==> src/rtl/yutorina_bus_arbiter_rr.sv <==
`default_nettype none
// ============================================================================
// yutorina_bus_arbiter_rr : round-robin arbiter, active-low req/grant, parking,
// tenure limit with lock override. Optional YUTORINA_BUS_ARB_GAP_EN adds an
// idle GAP cycle on every owner change.                           Rev 1.0
// ============================================================================
module yutorina_bus_arbiter_rr #(
  parameter int NUM_MASTERS = 4,
  parameter int OWNER_W     = 2,
  parameter int MAX_TENURE  = 16
) (
  input  logic                   clk,
  input  logic                   rst,
  input  logic [NUM_MASTERS-1:0] req_,
  input  logic [NUM_MASTERS-1:0] lock_,
  output logic [NUM_MASTERS-1:0] grnt_,
  output logic [OWNER_W-1:0]     owner,
  output logic                   contended
);

  localparam logic [7:0] c_max_tenure = 8'(MAX_TENURE);
  localparam logic       c_no_limit   = (MAX_TENURE == 0);

  logic [OWNER_W-1:0]     r_owner;
  logic [7:0]             r_tenure;
  logic [NUM_MASTERS-1:0] w_own_onehot;
  logic                   w_in_grant;
  logic                   w_others_req;
  logic                   w_keep;
  logic                   w_found;
  logic [OWNER_W-1:0]     w_next_owner;

`ifdef YUTORINA_BUS_ARB_GAP_EN
  typedef enum logic [0:0] {
    ST_GRANT = 1'b0,
    ST_GAP   = 1'b1
  } state_t;

  state_t r_state;

  assign w_in_grant = (r_state == ST_GRANT);
`else
  assign w_in_grant = 1'b1;
`endif

  assign w_own_onehot = NUM_MASTERS'(1) << r_owner;
  assign w_others_req = |(~req_ & ~w_own_onehot);

  // Grant and owner are decoded purely from registers.
  assign grnt_     = w_in_grant ? ~w_own_onehot : '1;
  assign owner     = r_owner;
  assign contended = w_in_grant & ~req_[r_owner] & w_others_req;

  assign w_keep = ~req_[r_owner] &
                  (~lock_[r_owner] | c_no_limit |
                   (r_tenure < c_max_tenure) | ~w_others_req);

  // Scan owner+1 .. owner+N-1 modulo NUM_MASTERS; the owner itself never wins
  // a scan because it only reaches here when releasing or being forced off.
  always_comb begin
    int                 idx;
    logic [OWNER_W-1:0] cand;
    w_found      = 1'b0;
    w_next_owner = r_owner;
    idx          = 0;
    cand         = '0;
    for (int k = 1; k < NUM_MASTERS; k++) begin
      idx = int'(r_owner) + k;
      if (idx >= NUM_MASTERS) idx = idx - NUM_MASTERS;
      cand = OWNER_W'(idx);
      if (!w_found && !req_[cand]) begin
        w_found      = 1'b1;
        w_next_owner = cand;
      end
    end
  end

  always_ff @(posedge clk) begin
    if (rst) begin
      r_owner  <= '0;
      r_tenure <= '0;
`ifdef YUTORINA_BUS_ARB_GAP_EN
      r_state  <= ST_GRANT;
`endif
    end else begin
`ifdef YUTORINA_BUS_ARB_GAP_EN
      if (r_state == ST_GAP) begin
        r_state <= ST_GRANT;
      end else
`endif
      if (w_keep) begin
        if (contended && (r_tenure < c_max_tenure))
          r_tenure <= r_tenure + 8'd1;
      end else if (w_found) begin
        r_owner  <= w_next_owner;
        r_tenure <= '0;
`ifdef YUTORINA_BUS_ARB_GAP_EN
        r_state  <= ST_GAP;
`endif
      end
    end
  end

endmodule
`default_nettype wire
==> config.mk <==
export PLATFORM = sky130hd
export DESIGN_NAME = yutorina_bus_arbiter_rr
export DESIGN_NICKNAME = d
export VERILOG_FILES = /design/src/rtl/yutorina_bus_arbiter_rr.sv
export SDC_FILE = /design/constraint.sdc
export NUM_CORES = 1
export LEC_CHECK = 0
export BUFFER_PORTS_ARGS = -buffer_cell sky130_fd_sc_hd__buf_2
export CAP_MARGIN = 25
export CORE_MARGIN = 2
export CORE_UTILIZATION = 51
export DETAILED_ROUTE_END_ITERATION = 10
export MAX_ROUTING_LAYER = met4
export PLACE_DENSITY = 0.76
export SLEW_MARGIN = 20
export SYNTH_ARGS = -nofsm -noshare
export SYNTH_HDL_FRONTEND = slang
export SYNTH_SLANG_ARGS = --single-unit
export TNS_END_PERCENT = 1
==> constraint.sdc <==
create_clock -name clk -period 2.7 [get_ports clk]
set_clock_uncertainty 0.1 [all_clocks]
set_input_delay 0.135 -clock clk [delete_from_list [all_inputs] [get_ports clk]]
set_output_delay 0.135 -clock clk [all_outputs]
set_load 0.02 [all_outputs]
==> run metrics <==
Total Power=about 0.81 mW; status=completed; Synth Net Count=~90; Critical Path Source=owner[1]; commonest cells after routing, fill and taps aside=buf_2, dfxtp_1, inv_1, nor2_1, ha_1; Detailed Routing Iterations Pass 1=4; ANT nets after route=0; Unique masters post-synth=32; power share of the clock group=between 10% and 20%; critical path, cell by cell=inv_1 -> ha_1 -> mux4_2 -> o21ai_0 -> o22ai_2 -> a21oi_1 -> mux2_1; first-pass GRT wire length=around 2700 µm; crit-path max FO=7; Final Net Count=110; setup TNS=0 ps; via count=657; I/O pins=17; ratio of final minimum period to clock period=between 90 and 100%; GRT Util Overall=21.5%; worst reg2reg startpoint=owner[1]; PostCTS Resize Cnt=0; clk root buf=clkbuf_4; vias per cell=6.03; ratio of cells with drive above 1 in the final layout=around a third; Post-Syn Instances=74; Port Buffers=16; RSZ-0062 raised after global routing=false; Peak Freq=slightly below 400 MHz; MaxCap Viol Count=0; clock tree buffer depth=2; mapped cell area=about 700 µm²; clk slew on worst S/H paths=~70 ps; post-route insts no fill=109; antenna violations before repair=0; GP Congestion=approximately 0.85; Hold Vio Cnt, Final=0; GRT Residual Overflow=0; WL final=~1700 µm; total core area=0.00130 mm²; Reg power frac=23.5%; Reg area=~200 µm²; final-report setup violation count=0; syn_area_per_cell=9.65 µm²; Critical-path top delay cell=mux4_2; ANT cells=0; Die H=between 40 and 50 µm; CTS tree=yes; Reg2Reg Depth=7; slowest cell delay on critical path=about 570 ps; hold_buf cts=0; Post-DP HPWL=approximately 1300 µm; vias in the first global route=roughly 570; Worst path top cell family by delay=multiplexers; clk sinks=10; Worst Max-Slew Pin Slew=between 300 and 400 ps; CP bufs+invs=1; Multi-input gate area=477 µm²; PD cells=roughly 960 mW/mm²; DRT iter0 DRCs=25; Critical Path RT=about 2800 ps; pin count of the biggest net entering global routing=11; Pleak=between 0.3 and 0.4 nW; Clock Latency Late Sink=around 280 ps; area grow syn2layout=18.9%; H-tree depth=1; Seq/Total Area, Yosys=~28%; Die X=41.4 µm; Final Critical Period=roughly 2500 ps; Fill cells=approximately 120; Pint=between 0.4 and 0.5 mW; Hold Path Class=in -> reg; Wirelength per Cell=about 15 µm; Sw Pwr=0.352 mW; reg-to-reg endpoint=owner[0]; die area=~0.0017 mm²; switching share of power=a little over two fifths; Setup Buffers After CTS=0; max-slew violation count=0; drt drc=0; total CTS buffers=3; capture point of the worst path=owner[0]; Std-Cell Rows=13; R2R Setup Slk=170 ps; worst path arrival time=~2600 ps; WP depth=7; VDD IR-drop max=0.677 mV; CP Capture Type=register; post-synthesis register bit count=10; commonest non-fill, non-tap cell in the layout=buf_2; synth warn=0; combinational power share=58.9%; Critical Path Source Type=register; initial core utilization=between 50% and 60%; slew margin rel.=between 70% and 80%; crit path kind=reg -> reg; dpl cells=approximately 110
==> how the worst min path moves through the flow <==
stage / startpoint / endpoint / slack, ps / cells after the start
after floorplan: r_tenure[6] / r_tenure[6] / 320 / 1
after global placement: rst / r_tenure[0] / 310 / 2
after detailed placement: rst / r_tenure[1] / 320 / 2
after CTS: rst / r_tenure[1] / 30 / 2
after global routing: rst / r_tenure[1] / 20 / 2
final: rst / r_tenure[1] / 30 / 2
==> power groups by stage <==
stage	clock (mW)	combinational (mW)	sequential (mW)
finish	0.143	0.478	0.190
global route	0.155	0.521	0.193
CTS	0.147	0.473	0.190
detailed placement	0	0.470	0.194
global placement	0	0.456	0.193
floorplan	0	0.348	0.206
==> state kept, by name, summed over array words and instances, names as in the netlist <==
name / cells
r_tenure: 8
owner: 2
==> synthesized netlist by cell type, drive strengths merged <==
master / n / area [µm²]
mux4: 3 / 71.3
ha: 5 / 62.6
mux2: 5 / 67.6
nand2: 3 / 11.3
and2: 3 / 18.8
and2b: 1 / 7.51
or3: 3 / 23.8
nor3: 1 / 16.3
nor2: 6 / 22.5
or4: 1 / 7.51
inv: 6 / 22.5
o21ai: 4 / 20.0
o22ai: 3 / 25.0
nand2b: 2 / 12.5
buf: 2 / 15.0
o211a: 1 / 10.0
dfxtp: 10 / 200
nor2b: 1 / 6.26
a211oi: 1 / 7.51
o31ai: 1 / 7.51
a221oi: 1 / 8.76
a311oi: 2 / 17.5
nand3: 3 / 15.0
a21oi: 4 / 20.0
a41oi: 2 / 17.5
==> stage by stage <==
stage | instance area, µm² | util [%] | hold WS, ps | setup slack (ps)
2_1_floorplan | 714 | - | 320 | 154
3_3_place_gp | 813 | 62.5 | 315 | 334
3_5_place_dp | 813 | 62.5 | 319 | 237
4_1_cts | 850 | 65.3 | 26.0 | 210
5_1_grt | 850 | 65.3 | 17.7 | 38.8
6_report | 850 | 65.3 | 32.5 | 175
==> cell families (layout without fill, tap and decap cells) <==
logic type | count (synthesis) | count (layout) | share of synthesized area, %
AOI/OAI and AO/OA | 19 | 19 | 18.7
adders and majority gates | 5 | 5 | 8.76
and+or+nand+nor | 24 | 24 | 19.8
buffers and inverters | 8 | 28 | 5.25
DFF | 10 | 10 | 28.0
muxes | 8 | 8 | 19.4
==> cell type report <==
cell class,count,area share (%)
inverter,6,2.65
sequential,10,23.6
clock buffer,4,4.27
tap,15,2.21
timing repair buffer,18,11.2
multi-input combinational,56,56.1
==> per-layer routing <==
layer | part of all wire (%) | global-route usage, %
met4 | 2.0 | 9.68
met2 | 47 | 30.3
met1 | 46 | 28.3
met5 | 0 | -
met3 | 4.6 | 6.52
No activity file was read; power rests on OpenSTA's default activity.
